## config.mk

```make
export PLATFORM = sky130hd
export DESIGN_NAME = rv_mem_arb
export DESIGN_NICKNAME = d
export VERILOG_FILES = /design/src/rtl/rv_mem_arb.sv
export SDC_FILE = /design/constraint.sdc
export NUM_CORES = 1
export LEC_CHECK = 0
export BUFFER_PORTS_ARGS = -buffer_cell sky130_fd_sc_hd__buf_2
export CORE_MARGIN = 3
export CORE_UTILIZATION = 37
export DETAILED_ROUTE_END_ITERATION = 12
export GPL_TIMING_DRIVEN = 0
export PLACE_DENSITY = 0.83
export SYNTH_ARGS = -nofsm -noshare
export SYNTH_HDL_FRONTEND = slang
export SYNTH_SLANG_ARGS = --single-unit
```

## constraint.sdc

```tcl
create_clock -name clk -period 2.1 [get_ports clk]
set_input_delay 0.42 -clock clk [delete_from_list [all_inputs] [get_ports clk]]
set_output_delay 0.42 -clock clk [all_outputs]
set_load 0.05 [all_outputs]
```

## src/rtl/rv_mem_arb.sv

```systemverilog
// Two-port arbiter sharing one single-outstanding memory read port.
// Round-robin or fixed-priority grant; responses are routed back to the owner.
module rv_mem_arb #(
    parameter bit FIXED_PRI = 1'b0
) (
    input  logic        clk,
    input  logic        rst_n,

    input  logic        s0_req_valid,
    output logic        s0_req_ready,
    input  logic [31:0] s0_req_addr,
    output logic        s0_resp_valid,
    input  logic        s0_resp_ready,
    output logic [31:0] s0_resp_rdata,

    input  logic        s1_req_valid,
    output logic        s1_req_ready,
    input  logic [31:0] s1_req_addr,
    output logic        s1_resp_valid,
    input  logic        s1_resp_ready,
    output logic [31:0] s1_resp_rdata,

    output logic        m_req_valid,
    input  logic        m_req_ready,
    output logic [31:0] m_req_addr,
    input  logic        m_resp_valid,
    output logic        m_resp_ready,
    input  logic [31:0] m_resp_rdata,

    output logic        owner,
    output logic        busy
);

    typedef enum logic [1:0] {
        ST_IDLE = 2'd0,
        ST_REQ  = 2'd1,
        ST_WAIT = 2'd2
    } state_t;

    state_t      r_state;
    logic        r_owner;
    logic        r_last_grant;
    logic        r_mreq_valid;
    logic        r_busy;
    logic [31:0] r_addr;

    logic        w_idle;
    logic        w_wait;
    logic        w_gnt0;
    logic        w_gnt1;
    logic        w_acc0;
    logic        w_acc1;
    logic        w_own_rready;
    logic        w_resp_done;

    assign w_idle = (r_state == ST_IDLE);
    assign w_wait = (r_state == ST_WAIT);

    // On a tie, round-robin hands the grant to the port that did not win last.
    assign w_gnt0 = s0_req_valid &
                    (~s1_req_valid | FIXED_PRI | r_last_grant);
    assign w_gnt1 = s1_req_valid & ~w_gnt0;

    assign s0_req_ready = w_idle & w_gnt0;
    assign s1_req_ready = w_idle & w_gnt1;

    assign w_acc0 = s0_req_valid & s0_req_ready;
    assign w_acc1 = s1_req_valid & s1_req_ready;

    assign w_own_rready = r_owner ? s1_resp_ready : s0_resp_ready;
    assign w_resp_done  = m_resp_valid & w_own_rready;

    // Response path is a pure pass-through while waiting on memory.
    assign m_resp_ready  = w_wait & w_own_rready;
    assign s0_resp_valid = w_wait & ~r_owner & m_resp_valid;
    assign s1_resp_valid = w_wait &  r_owner & m_resp_valid;
    assign s0_resp_rdata = m_resp_rdata;
    assign s1_resp_rdata = m_resp_rdata;

    assign m_req_valid = r_mreq_valid;
    assign m_req_addr  = r_addr;
    assign owner       = r_owner;
    assign busy        = r_busy;

    always_ff @(posedge clk or negedge rst_n) begin
        if (!rst_n) begin
            r_state      <= ST_IDLE;
            r_owner      <= 1'b0;
            r_last_grant <= 1'b1;
            r_mreq_valid <= 1'b0;
            r_busy       <= 1'b0;
            r_addr       <= 32'd0;
        end else begin
            unique case (r_state)
                ST_IDLE: begin
                    if (w_acc0 | w_acc1) begin
                        r_addr       <= w_acc1 ? s1_req_addr : s0_req_addr;
                        r_owner      <= w_acc1;
                        r_last_grant <= w_acc1;
                        r_mreq_valid <= 1'b1;
                        r_busy       <= 1'b1;
                        r_state      <= ST_REQ;
                    end
                end
                ST_REQ: begin
                    if (m_req_ready) begin
                        r_mreq_valid <= 1'b0;
                        r_state      <= ST_WAIT;
                    end
                end
                ST_WAIT: begin
                    if (w_resp_done) begin
                        r_busy  <= 1'b0;
                        r_state <= ST_IDLE;
                    end
                end
                default: begin
                    r_mreq_valid <= 1'b0;
                    r_busy       <= 1'b0;
                    r_state      <= ST_IDLE;
                end
            endcase
        end
    end

endmodule

```

* After elaboration in Yosys (flattened, before gate mapping)
Cells that the tools add are included.
W data, S select, Z words.
** Operators by class
- Equal/unequal tests :: 5
- Mux-type cells :: 11
- Bitwise logic cells :: 19
- Reductions and logical operators :: 5
** Operators by type and width (count)
- $mux W32 :: 1
- $and A1 B1 Y1 :: 12
- $reduce_and A3 Y1 :: 3
- $mux W2 :: 3
- $pmux W1 S3 :: 2
- $pmux W2 S3 :: 1
- $not A1 Y1 :: 5
- $mux W1 :: 4
- $ne A2 B1 Y1 const B :: 2
- $eq A2 B1 Y1 const B :: 1
- $eq A2 B2 Y1 const B :: 1
- $logic_not A2 Y1 :: 1
- $ne A2 B2 Y1 const B :: 1
- $or A1 B1 Y1 :: 2
- $reduce_and A2 Y1 :: 1
** Word-level totals
- Register bits :: 38
- Input bits :: 104
- Output and inout port bits :: 104
- Word-level logic and storage cells :: 46

* Depth between registers and ports, before layout
Gate-level depths: netlist of the first run.
- Word-level depth :: 10
- Mapped depth :: 6
- Depth with buffers taken out :: 3

* Worst setup path before layout of the first run
Ideal clock, no wire load.
- Path type :: register -> output
- Start :: reg r_state[0]
- End :: out s0_resp_valid
- Data arrival time :: 1.829 ns
- Data required time :: 1.680 ns
- Setup slack :: -0.149 ns
- Stages on the path, launching flop included :: 4
- Buffers on the path :: 1
- Cells stage by stage :: dfrtp_1 -> buf_2 -> nand2b_1 -> nor3b_1
** On the way
- Cells in the longest elaborated chain, start to end :: 3
** RTL lines
- start, declared :: line 40 : state_t r_state;
- start signal, assigned :: line 87 : r_state <= ST_IDLE;
- start signal, assigned :: line 102 : r_state <= ST_REQ;
- start signal, assigned :: line 108 : r_state <= ST_WAIT;
- $eq A2 B2 Y1 :: line 57 : assign w_wait = (r_state == ST_WAIT);
- $and A1 B1 Y1 (2 in series) :: line 75 : assign s0_resp_valid = w_wait & ~r_owner & m_resp_valid;
- end, declared :: line 12 : output logic s0_resp_valid,
Every way passes these cells.

* Worst setup path after layout of the first run
- Start :: reg r_state[0]
- End :: out s0_req_ready
** On the way
- Cells in the longest elaborated chain, start to end :: 2
** RTL lines
- $logic_not A2 Y1 :: line 56 : assign w_idle = (r_state == ST_IDLE);
- $and A1 B1 Y1 :: line 64 : assign s0_req_ready = w_idle & w_gnt0;
- end, declared :: line 10 : output logic s0_req_ready,
Every way passes these cells.

==> results of run 1 <==
==> per-stage QoR <==
stage	instance area [sq um]	setup TNS [ns]	total power, W	utilization, %	setup slack [ns]
2_1_floorplan	2200	0	0.00362	-	0.165
3_3_place_gp	3170	-0.0378	0.00433	56.2	-0.0378
3_5_place_dp	3170	-0.0382	0.00437	56.2	-0.0382
4_1_cts	3290	0	0.00494	58.3	0.0389
5_1_grt	3300	0	0.00517	58.4	0.0103
6_report	3300	0	0.00490	58.4	0.0990
==> flip-flops by register name, summed over array words and instances, names as in the netlist <==
register and cells:
m_req_addr 32, r_state 2, busy 1, m_req_valid 1, owner 1, r_last_grant 1
==> worst register-to-register path, delay by kind of cell (launching register included) <==
family | cells | cell delay (ns)
AO/OA/AOI/OAI | 2 | 0.58
flip-flops | 1 | 0.33
AND/OR/NAND/NOR | 1 | 0.07
buffers and inverters | 2 | 0.68
==> cell usage after synthesis, types with 2 or more instances <==
cell / instances
sky130_fd_sc_hd__buf_4: 64
sky130_fd_sc_hd__dfrtp_1: 37
sky130_fd_sc_hd__buf_2: 2
sky130_fd_sc_hd__buf_6: 4
sky130_fd_sc_hd__o21ai_0: 2
sky130_fd_sc_hd__nand2b_1: 3
sky130_fd_sc_hd__nand2_1: 5
sky130_fd_sc_hd__a221o_1: 32
sky130_fd_sc_hd__nor2_1: 5
sky130_fd_sc_hd__clkbuf_1: 8
sky130_fd_sc_hd__and3_1: 33
==> path summary, 6_finish.rpt <==
check | startpoint | endpoint | slack (ns) | depth (start not counted)
min in group clk | s0_req_addr[23] | m_req_addr[23]$_DFFE_PN0P_ | 0.35 | 2
worst max-delay path | r_state[0]$_DFFE_PN0P_ | s0_req_ready | 0.1 | 6
worst min-delay path | rst_n | m_req_addr[4]$_DFFE_PN0P_ | 0.23 | 1
max in group asynchronous | rst_n | m_req_addr[19]$_DFFE_PN0P_ | 1.35 | 1
worst max register to register | r_state[0]$_DFFE_PN0P_ | m_req_addr[20]$_DFFE_PN0P_ | 0.37 | 5
worst min register to register | m_req_valid$_DFFE_PN0P_ | m_req_valid$_DFFE_PN0P_ | 0.48 | 2
==> what timing repair did <==
item / in CTS / in global routing
setup endpoints to repair: 2 / 2
cloned: 0 / 0
setup buffers: 1 / 0
resized for setup: 5 / 4
pin swaps: 1 / 0
==> report_power, final <==
part	total [W]	internal (W)	switching, W
Clock	0.000515	0.000264	0.000251
Sequential	0.00130	0.00109	0.000212
Combinational	0.00308	0.000921	0.00216
==> cells by family (layout without fill, tap and decap cells) <==
family | after synthesis | count (layout) | synth area share [%]
compound gates | 37 | 37 | 16.1
buf+inv | 79 | 263 | 25.9
flops | 38 | 38 | 43.3
mux | 1 | 1 | 0.455
simple gates | 52 | 52 | 14.2
other cells | 0 | 1 | 0
==> area by class of cell <==
cell class | count | share of cell area [%]
Timing Repair Buffer | 176 | 27.1
Sequential cell | 38 | 28.9
Clock inverter | 2 | 0.380
Tap cell | 72 | 2.73
Inverter | 1 | 0.114
Buffer | 78 | 17.3
Clock buffer | 6 | 2.50
Multi-Input combinational cell | 90 | 20.9
Antenna cell | 1 | 0.0759
==> routing by layer <==
metal  routed length, um  up-vias  GRT usage [%]
met5                   0        -              0
met3                 642        8           5.46
met2                3430      133           34.1
li1                    -     1058              -
met1                2610     1008           22.4
met4                 129        0           6.69
==> metrics.log, run 1 <==
[metrics] status: complete, no violations
[metrics] Synth area leaders: sky130_fd_sc_hd__dfrtp_1, sky130_fd_sc_hd__buf_4, sky130_fd_sc_hd__a221o_1
[metrics] total leakage power: slightly below 2 nW
[metrics] transition at the pin with the smallest max-transition slack: 0.824 ns
[metrics] endpoint kind of the worst setup timing path: output pin
[metrics] wire length of the first global-routing pass: about 11000 um
[metrics] count of buffers inserted at the top-level ports: ~180
[metrics] clock input transition at the sequential cells of the worst setup and hold paths: 0.08 ns
[metrics] layout cells sized above 1: around 66%
[metrics] Via density: approximately 4.8
[metrics] placed instance count: around 450
[metrics] Site Rows: 27
[metrics] # nets final: around 490
[metrics] cell count after synthesis: between 200 and 250
[metrics] per-cell routed wire length: about 15 um
[metrics] number of antenna violations at the first check in global routing: 1
[metrics] commonest cells after routing, fill and taps aside: sky130_fd_sc_hd__buf_2, sky130_fd_sc_hd__buf_4, sky130_fd_sc_hd__dfrtp_1
[metrics] post-route worst hold slack: 0.231 ns
[metrics] CTS Root Cell: sky130_fd_sc_hd__clkbuf_8
[metrics] crit-path max cell delay: 0.37 ns
[metrics] vertical die dimension: roughly 83 um
[metrics] net count after synthesis: between 300 and 400
[metrics] overall fraction of global-route tracks in use: 19.4%
[metrics] area of the multi-input gates: around 700 sq um
[metrics] Sequential Area: roughly 950 sq um
[metrics] TritonRoute pass-1 iters: 5
[metrics] CTS tree: yes
[metrics] Die Footprint: around 6900 sq um
[metrics] fraction of synthesized cell area taken by the top area cell type: a little over two fifths
[metrics] fin cells: roughly 460
[metrics] largest net degree at the start of global routing: 39
[metrics] number of buffers inserted by hold repair at cts: 0
[metrics] critical-path cell with the highest stage delay: sky130_fd_sc_hd__dfrtp_1
[metrics] required time of the worst setup path: between 1.5 and 2 ns
[metrics] crit path launch type: flop
[metrics] Hold Violations, Final: 0
[metrics] setup repair after global routing missed its margin: false
[metrics] filler instances: around 500
[metrics] CP Max Fanout: 10
[metrics] part of the Yosys area used for sequential elements: between 40% and 50%
[metrics] chip width: a little over 80 um
[metrics] most prevalent standard cell on the critical path: sky130_fd_sc_hd__buf_6
[metrics] worst slew margin relative to its limit: a little under half
[metrics] number of warnings issued by yosys: 0
[metrics] post-synthesis average cell area: 10.6 sq um
[metrics] CTS HTree Levels: 2
[metrics] initial core utilization: around 39%
[metrics] fin crit share: a little over nine tenths
[metrics] I/O pin total: around 210
[metrics] routability cong.: 0.898
[metrics] Max rail drop VDD: 1.19 mV
[metrics] Crit path buffers/inverters: 4
[metrics] via count of the first global-routing pass: about 2300
[metrics] Final Routed Wirelength: 6820 um
[metrics] Area Overhead vs Synth: 50.0%
[metrics] initial drt markers: 107
[metrics] standard cell core area: approximately 5600 sq um
[metrics] cell class contributing the biggest share of worst-path delay: buffers and inverters
[metrics] DRC Markers: 0
[metrics] clock period minus final worst setup slack: about 2.0 ns
[metrics] clock latency of the later-clocked register in the worst-skew pair: between 0.2 and 0.3 ns
[metrics] Max Cap Violations: 0
[metrics] Final Slew Violations: 0
[metrics] distinct cell type count of the synthesized netlist: 23
[metrics] setup skew after layout: roughly 0.010 ns
[metrics] min-delay worst type: input pin to async pin
[metrics] Post-synth EDFFs: 0
[metrics] number of endpoints failing setup at the final stage: 0
[metrics] number of vias in the routed layout: approximately 2200
[metrics] total CTS buffers: 5
[metrics] most frequent standard cell in the layout excluding fill and tap cells: sky130_fd_sc_hd__buf_2
[metrics] cell area power density: about 1500 nW/um^2
[metrics] share of synthesized flip-flops with an asynchronous set or reset: 100%
[metrics] Crit path arrival time: approximately 1.6 ns
[metrics] worst path cell trace: buf_2, nor2_2, and3_1, buf_6, buf_6, buf_6
[metrics] aggregate global routing overflow: 0
[metrics] clk sink count: 38
[metrics] number of buffers on the longest clock path: 2
[metrics] timing-limited maximum frequency: around 500 MHz
[metrics] critical path start-end classification: flop to output pin
[metrics] flop and latch count out of synthesis: 38
[metrics] library cell occupying the most area in the post-synthesis netlist: sky130_fd_sc_hd__dfrtp_1
[metrics] number of nets still failing antenna checks after routing: 0
[metrics] half-perimeter wire length of the detailed placement result: about 5500 um
[metrics] Main synth FF type: sky130_fd_sc_hd__dfrtp_1
[metrics] Netlist Area Pre-Place: between 2000 and 2500 sq um
Power figures use the tool's default switching activity.
==> run 2: changes to the inputs <==
Settings changed: CORE_UTILIZATION 37 to 33, PLACE_DENSITY 0.83 to 0.78.
Clock period 2.1 ns to 1.65 ns, I/O delays scaled along.
==> metrics.log, run 2 (same netlist as run 1, synthesis figures left out) <==
[metrics] aggregate global routing overflow: 0 (unchanged)
[metrics] number of endpoints failing setup at the final stage: 2 (was 0)
[metrics] standard cell core area: 6390 sq um (was 5640 sq um)
[metrics] overall fraction of global-route tracks in use: 18.0% (was 19.4%)
[metrics] Final Slew Violations: 0 (unchanged)
[metrics] Final Routed Wirelength: 7210 um (was 6820 um)
[metrics] wire length of the first global-routing pass: 10700 um (was 10900 um)
[metrics] Site Rows: 29 (was 27)
[metrics] Ant. Diodes: 0 (was 1)
[metrics] clock latency of the later-clocked register in the worst-skew pair: 0.29 ns (was 0.28 ns)
[metrics] setup repair after global routing missed its margin: true (was false)
[metrics] total leakage power: 2.05 nW (was 1.95 nW)
[metrics] number of buffers on the longest clock path: 2 (unchanged)
[metrics] filler instances: 594 (was 498)
[metrics] CP Max Fanout: 3 (was 10)
[metrics] clk sink count: 38 (unchanged)
[metrics] # nets final: 500 (was 494)
[metrics] layout cells sized above 1: 70.3% (was 66.5%)
[metrics] max reg flops: 32 (unchanged)
[metrics] Die Footprint: 7680 sq um (was 6900 sq um)
[metrics] failing checks: setup timing
[metrics] critical-path cell with the highest stage delay: sky130_fd_sc_hd__dfstp_2 (was sky130_fd_sc_hd__dfrtp_1)
[metrics] DRC Markers: 0 (unchanged)
[metrics] chip width: 87.6 um (was 83.1 um)
[metrics] transition at the pin with the smallest max-transition slack: 0.817 ns (was 0.824 ns)
[metrics] per-cell routed wire length: 15.2 um (was 14.7 um)
[metrics] cell class contributing the biggest share of worst-path delay: flip-flops (was buffers and inverters)
[metrics] Max Cap Violations: 0 (unchanged)
[metrics] crit-path max cell delay: 0.57 ns (was 0.37 ns)
[metrics] worst path cell trace: nand2b_4, and3_4, buf_8, buf_12 (was buf_2, nor2_2, and3_1, buf_6, buf_6, buf_6)
[metrics] most frequent standard cell in the layout excluding fill and tap cells: sky130_fd_sc_hd__buf_2 (unchanged)
[metrics] vertical die dimension: 87.6 um (was 83.1 um)
[metrics] cell area power density: 1960 nW/um^2 (was 1490 nW/um^2)
[metrics] TritonRoute pass-1 iters: 4 (was 5)
[metrics] CTS HTree Levels: 2 (unchanged)
[metrics] routability cong.: 0.759 (was 0.898)
[metrics] fin cells: 474 (was 464)
[metrics] critical path start-end classification: flop to output pin (unchanged)
[metrics] I/O pin total: 208 (unchanged)
[metrics] Max rail drop VDD: 1.30 mV (was 1.19 mV)
[metrics] initial core utilization: 34.4% (was 39.0%)
[metrics] overall power of the completed layout: 0.00683 W (was 0.00490 W)
[metrics] number of buffers inserted by hold repair at cts: 0 (unchanged)
[metrics] Area Overhead vs Synth: 58.7% (was 50.0%)
[metrics] largest net degree at the start of global routing: 39 (unchanged)
[metrics] number of antenna violations at the first check in global routing: 0 (was 1)
[metrics] Hold Violations, Final: 0 (unchanged)
[metrics] Sum Neg Setup Slack: -0.169 ns (was 0 ns)
[metrics] Post-Route Utilization: 54.6% (was 58.4%)
[metrics] endpoint kind of the worst setup timing path: output pin (unchanged)
[metrics] clock period minus final worst setup slack: about 1.7 ns
[metrics] Via density: 4.73 (was 4.76)
[metrics] crit path launch type: flop (unchanged)
[metrics] clock input transition at the sequential cells of the worst setup and hold paths: 0.08 ns (about the same)
[metrics] Crit path buffers/inverters: 2 (was 4)
[metrics] post-route worst hold slack: 0.137 ns (was 0.231 ns)
[metrics] min-delay worst type: input pin to async pin (unchanged)
[metrics] number of vias in the routed layout: 2244 (was 2207)
[metrics] CTS Root Cell: sky130_fd_sc_hd__clkbuf_8 (unchanged)
[metrics] PnR worst setup slack: -0.0851 ns (was 0.0990 ns)
[metrics] required time of the worst setup path: 1.32 ns (was 1.68 ns)
[metrics] count of buffers inserted at the top-level ports: 175 (unchanged)
[metrics] fin crit share: 105%
[metrics] area of the multi-input gates: 724 sq um (was 691 sq um)
[metrics] via count of the first global-routing pass: 2220 (was 2279)
[metrics] commonest cells after routing, fill and taps aside: sky130_fd_sc_hd__buf_2, sky130_fd_sc_hd__buf_4, sky130_fd_sc_hd__dfrtp_1 (unchanged)
[metrics] CTS tree: yes (unchanged)
[metrics] status: complete, but fails checks (was complete, no violations)
[metrics] placed instance count: 459 (was 454)
[metrics] internal reg-to-reg setup slack: 0.12 ns (was 0.37 ns)
[metrics] worst slew margin relative to its limit: 45.5% (was 45.0%)
[metrics] timing-limited maximum frequency: 576 MHz
[metrics] total CTS buffers: 5 (unchanged)
[metrics] number of nets still failing antenna checks after routing: 0 (unchanged)
[metrics] initial drt markers: 65 (was 107)
[metrics] Crit path arrival time: 1.41 ns (was 1.58 ns)
[metrics] Sequential Area: 956 sq um (was 952 sq um)
[metrics] half-perimeter wire length of the detailed placement result: 5650 um (was 5490 um)
[metrics] setup skew after layout: 0.00836 ns (was 0.0105 ns)
==> run 2: cell count changes in the layout (fill, tap and decap cells not counted), moves of 3 or more <==
cell and change:
sky130_fd_sc_hd__buf_2 -3, sky130_fd_sc_hd__buf_4 +7, sky130_fd_sc_hd__clkbuf_1 -4, sky130_fd_sc_hd__dfrtp_1 -3
sky130_fd_sc_hd__dfrtp_2 +3
==> run 2: path summary, 6_finish.rpt <==
path                                     startpoint                    endpoint  depth (start not counted)
max in group asynchronous                     rst_n      r_state[1]$_DFFE_PN0P_                          1
min in group clk                     s0_req_addr[4]   m_req_addr[4]$_DFFE_PN0P_                          2
setup reg to reg             r_state[0]$_DFFE_PN0P_  m_req_addr[19]$_DFFE_PN0P_                          5
hold reg to reg             m_req_valid$_DFFE_PN0P_     m_req_valid$_DFFE_PN0P_                          2
setup / recovery           r_last_grant$_DFFE_PN1P_                s0_req_ready                          4
hold / removal                                rst_n  m_req_addr[12]$_DFFE_PN0P_                          1
==> run 2: cell type report <==
cell class                      count  share of cell area [%]
Buffer                             76                    16.6
Clock buffer                        6                    2.37
Clock inverter                      2                    1.72
Inverter                            1                   0.108
Multi-Input combinational cell     90                    20.8
Sequential cell                    38                    27.4
Tap cell                           77                    2.76
Timing Repair Buffer              184                    28.3
==> run 2: timing repair <==
item                                    4_1_cts  5_1_grt
pin swaps                                     1        1
resized for setup                            25       12
buffers inserted                              8        1
endpoints found under the setup margin       35       26
==> run 2: routing by layer <==
metal	up-vias	global-route usage [%]	wire length [um]
li1	1069	-	-
met1	1033	21.0	2630
met5	-	0	0
met4	0	3.35	50
met2	137	32.3	3710
met3	5	6.02	818
==> run 2: metrics by stage <==
stage,cell area (sq um),setup WS [ns]
after floorplan,2210,-0.0453
after global placement,3180,-0.516
after detailed placement,3180,-0.542
after CTS,3460,-0.127
after global routing,3490,-0.147
final,3490,-0.0851
==> run 2: worst register-to-register path, stage by stage (launching register included) <==
cell                      delay, ns
sky130_fd_sc_hd__dfrtp_2       0.45
sky130_fd_sc_hd__nor2_1        0.09
sky130_fd_sc_hd__and3_4        0.19
sky130_fd_sc_hd__buf_4         0.16
sky130_fd_sc_hd__buf_6         0.14
sky130_fd_sc_hd__a221o_1       0.36
==> run 2: power by group <==
part	internal, W	total [W]	switching, W
Sequential	0.00140	0.00171	0.000313
Combinational	0.00136	0.00415	0.00279
Clock	0.000645	0.000964	0.000319
Total	0.00340	0.00683	0.00342
==> run 3: changes to the inputs <==
Settings changed: ABC_AREA set to 1, CORE_UTILIZATION 33 to 35, PLACE_DENSITY 0.78 to 0.8.
==> metrics.log, run 3 <==
[metrics] status: complete, no violations (was complete, but fails checks)
[metrics] number of nets still failing antenna checks after routing: 0 (unchanged)
[metrics] initial drt markers: 61 (was 65)
[metrics] Via density: 4.56 (was 4.73)
[metrics] most frequent standard cell in the layout excluding fill and tap cells: sky130_fd_sc_hd__buf_2 (unchanged)
[metrics] part of the Yosys area used for sequential elements: 39.9% (was 43.3%)
[metrics] Area Overhead vs Synth: 48.7% (was 58.7%)
[metrics] vertical die dimension: 88.6 um (was 87.6 um)
[metrics] half-perimeter wire length of the detailed placement result: 5570 um (was 5650 um)
[metrics] Die Footprint: 7850 sq um (was 7680 sq um)
[metrics] clock period minus final worst setup slack: 1.61 ns (was 1.74 ns)
[metrics] post-synthesis average cell area: 8.29 sq um (was 10.6 sq um)
[metrics] setup repair after global routing missed its margin: true (unchanged)
[metrics] max reg flops: 32 (unchanged)
[metrics] Crit path arrival time: 1.28 ns (was 1.41 ns)
[metrics] chip width: 88.6 um (was 87.6 um)
[metrics] Max rail drop VDD: 0.914 mV (was 1.30 mV)
[metrics] leading cell type by number of instances after synthesis: sky130_fd_sc_hd__nand3_1 (was sky130_fd_sc_hd__buf_4)
[metrics] setup skew after layout: 0.00679 ns (was 0.00836 ns)
[metrics] aggregate global routing overflow: 0 (unchanged)
[metrics] count of buffers inserted at the top-level ports: 175 (unchanged)
[metrics] fraction of synthesized cell area taken by the top area cell type: 38.8% (was 42.1%)
[metrics] critical path start-end classification: flop to output pin (unchanged)
[metrics] internal reg-to-reg setup slack: 0.13 ns (was 0.12 ns)
[metrics] Sequential Area: 955 sq um (was 956 sq um)
[metrics] clk sink count: 38 (unchanged)
[metrics] clock latency of the later-clocked register in the worst-skew pair: 0.28 ns (was 0.29 ns)
[metrics] layout cells sized above 1: 59.8% (was 70.3%)
[metrics] TritonRoute pass-1 iters: 4 (unchanged)
[metrics] commonest cells after routing, fill and taps aside: sky130_fd_sc_hd__buf_2, sky130_fd_sc_hd__nand3_1, sky130_fd_sc_hd__buf_4 (was sky130_fd_sc_hd__buf_2, sky130_fd_sc_hd__buf_4, sky130_fd_sc_hd__dfrtp_1)
[metrics] largest net degree at the start of global routing: 39 (unchanged)
[metrics] Main synth FF type: sky130_fd_sc_hd__dfrtp_1 (unchanged)
[metrics] Max Cap Violations: 0 (unchanged)
[metrics] cell area power density: 1880 nW/um^2 (was 1960 nW/um^2)
[metrics] Placement Cell Area: 3380 sq um (was 3180 sq um)
[metrics] number of endpoints failing setup at the final stage: 0 (was 2)
[metrics] # nets final: 576 (was 500)
[metrics] DRC Markers: 0 (unchanged)
[metrics] share of synthesized flip-flops with an asynchronous set or reset: 100% (unchanged)
[metrics] CP Max Fanout: 4 (was 3)
[metrics] Site Rows: 29 (unchanged)
[metrics] endpoint kind of the worst setup timing path: output pin (unchanged)
[metrics] total leakage power: 2.03 nW (was 2.05 nW)
[metrics] net count after synthesis: 392 (was 311)
[metrics] Post-Route Utilization: 54.7% (was 54.6%)
[metrics] Final Slew Violations: 0 (unchanged)
[metrics] number of buffers on the longest clock path: 2 (unchanged)
[metrics] number of antenna violations at the first check in global routing: 0 (unchanged)
[metrics] wire length of the first global-routing pass: 10100 um (was 10700 um)
[metrics] Post-synth EDFFs: 0 (unchanged)
[metrics] Layout Cell Area excl Fill: 3550 sq um (was 3490 sq um)
[metrics] transition at the pin with the smallest max-transition slack: 0.853 ns (was 0.817 ns)
[metrics] CTS HTree Levels: 2 (unchanged)
[metrics] fin crit share: 97.3% (was 105%)
[metrics] timing-limited maximum frequency: 623 MHz (was 576 MHz)
[metrics] initial core utilization: 36.8% (was 34.4%)
[metrics] required time of the worst setup path: 1.32 ns (about the same)
[metrics] Ant. Diodes: 0 (unchanged)
[metrics] via count of the first global-routing pass: 2224 (was 2220)
[metrics] min-delay worst type: input pin to async pin (unchanged)
[metrics] Netlist Area Pre-Place: 2390 sq um (was 2200 sq um)
[metrics] routability cong.: 0.715 (was 0.759)
[metrics] overall fraction of global-route tracks in use: 16.6% (was 18.0%)
[metrics] Hold Violations, Final: 0 (unchanged)
[metrics] I/O pin total: 208 (unchanged)
[metrics] number of warnings issued by yosys: 0 (unchanged)
[metrics] number of vias in the routed layout: 2508 (was 2244)
[metrics] Final Routed Wirelength: 6930 um (was 7210 um)
[metrics] cell count after synthesis: 288 (was 207)
[metrics] Commonest cells post-synth: sky130_fd_sc_hd__nand3_1, sky130_fd_sc_hd__buf_4, sky130_fd_sc_hd__nand2_1 (was sky130_fd_sc_hd__buf_4, sky130_fd_sc_hd__dfrtp_1, sky130_fd_sc_hd__and3_1)
[metrics] worst slew margin relative to its limit: 43.1% (was 45.5%)
[metrics] CTS tree: yes (unchanged)
[metrics] total CTS buffers: 5 (unchanged)
[metrics] library cell occupying the most area in the post-synthesis netlist: sky130_fd_sc_hd__dfrtp_1 (unchanged)
[metrics] standard cell core area: 6490 sq um (was 6390 sq um)
[metrics] flop and latch count out of synthesis: 38 (unchanged)
[metrics] filler instances: 619 (was 594)
[metrics] CTS Root Cell: sky130_fd_sc_hd__clkbuf_8 (unchanged)
[metrics] distinct cell type count of the synthesized netlist: 18 (was 23)
[metrics] post-route worst hold slack: 0.150 ns (was 0.137 ns)
[metrics] crit path launch type: flop (unchanged)
[metrics] Synth area leaders: sky130_fd_sc_hd__dfrtp_1, sky130_fd_sc_hd__buf_4, sky130_fd_sc_hd__nand3_1 (was sky130_fd_sc_hd__dfrtp_1, sky130_fd_sc_hd__buf_4, sky130_fd_sc_hd__a221o_1)
[metrics] clock input transition at the sequential cells of the worst setup and hold paths: 0.08 ns (about the same)
[metrics] per-cell routed wire length: 12.6 um (was 15.2 um)
[metrics] area of the multi-input gates: 803 sq um (was 724 sq um)
==> run 3: critical path, stage by stage (launching register included) <==
cell and delay, ns:
sky130_fd_sc_hd__dfrtp_1 0.42, sky130_fd_sc_hd__inv_2 0.09, sky130_fd_sc_hd__nor2_4 0.11, sky130_fd_sc_hd__inv_4 0.06, sky130_fd_sc_hd__nor3_4 0.13, sky130_fd_sc_hd__buf_6 0.18
==> run 3: metrics by stage <==
stage | cells | setup slack, ns | power, W | TNS (ns)
6_report | 550 | 0.0440 | 0.00668 | 0
2_1_floorplan | 288 | -0.0138 | 0.00493 | -0.0238
5_1_grt | 550 | -0.0261 | 0.00709 | -0.0613
4_1_cts | 551 | -0.00977 | 0.00675 | -0.00977
3_3_place_gp | 540 | -0.0630 | 0.00588 | -0.112
3_5_place_dp | 540 | -0.0932 | 0.00596 | -0.144
==> run 3: layout make-up <==
cell class / instances / area share, %
timing repair buffer: 179 / 26.5
inverter: 13 / 1.66
sequential: 38 / 26.9
clock buffer: 7 / 2.43
buffer: 78 / 17.1
clock inverter: 1 / 0.141
tap: 77 / 2.71
multi-input combinational: 157 / 22.6
==> run 3: logic make-up (layout without fill, tap and decap cells) <==
family          after synthesis  in the layout  share of synthesized area, %
compound gates                7              7                          1.78
buf+inv                      93            278                          28.2
flops                        38             38                          39.9
simple gates                150            150                          30.1
==> run 3: power by group <==
group	switching, W	total, W	internal [W]
combinational	0.00312	0.00433	0.00121
sequential	0.000295	0.00170	0.00141
clock	0.000313	0.000650	0.000337
==> run 3: final timing paths <==
| path | from | to | depth (start not counted) |
|---|---|---|---|
| setup / recovery | r_state[1]$_DFFE_PN0P_ | s1_resp_valid | 5 |
| hold / removal | rst_n | r_state[0]$_DFFE_PN0P_ | 1 |
| setup reg to reg | r_state[0]$_DFFE_PN0P_ | m_req_addr[18]$_DFFE_PN0P_ | 7 |
| hold reg to reg | busy$_DFFE_PN0P_ | busy$_DFFE_PN0P_ | 2 |
| max in group asynchronous | rst_n | owner$_DFFE_PN0P_ | 1 |
| min in group clk | m_req_ready | r_state[0]$_DFFE_PN0P_ | 2 |
==> run 3: what timing repair did <==
item | CTS | global route
hold buffers | 0 | 0
buffers inserted | 4 | 0
pin swaps | 3 | 0
endpoints found under the setup margin | 5 | 4
gates resized for setup | 19 | 6
==> run 3: per-layer routing <==
layer | wire, um | vias to the layer above | share of wire [%] | GRT usage (%)
li1 | - | 1255 | - | -
met1 | 2650 | 1122 | 38 | 19.4
met2 | 3540 | 126 | 51 | 29.9
met3 | 693 | 5 | 10 | 5.21
met4 | 51 | 0 | 0.74 | 3.43
met5 | 0 | - | 0 | 0
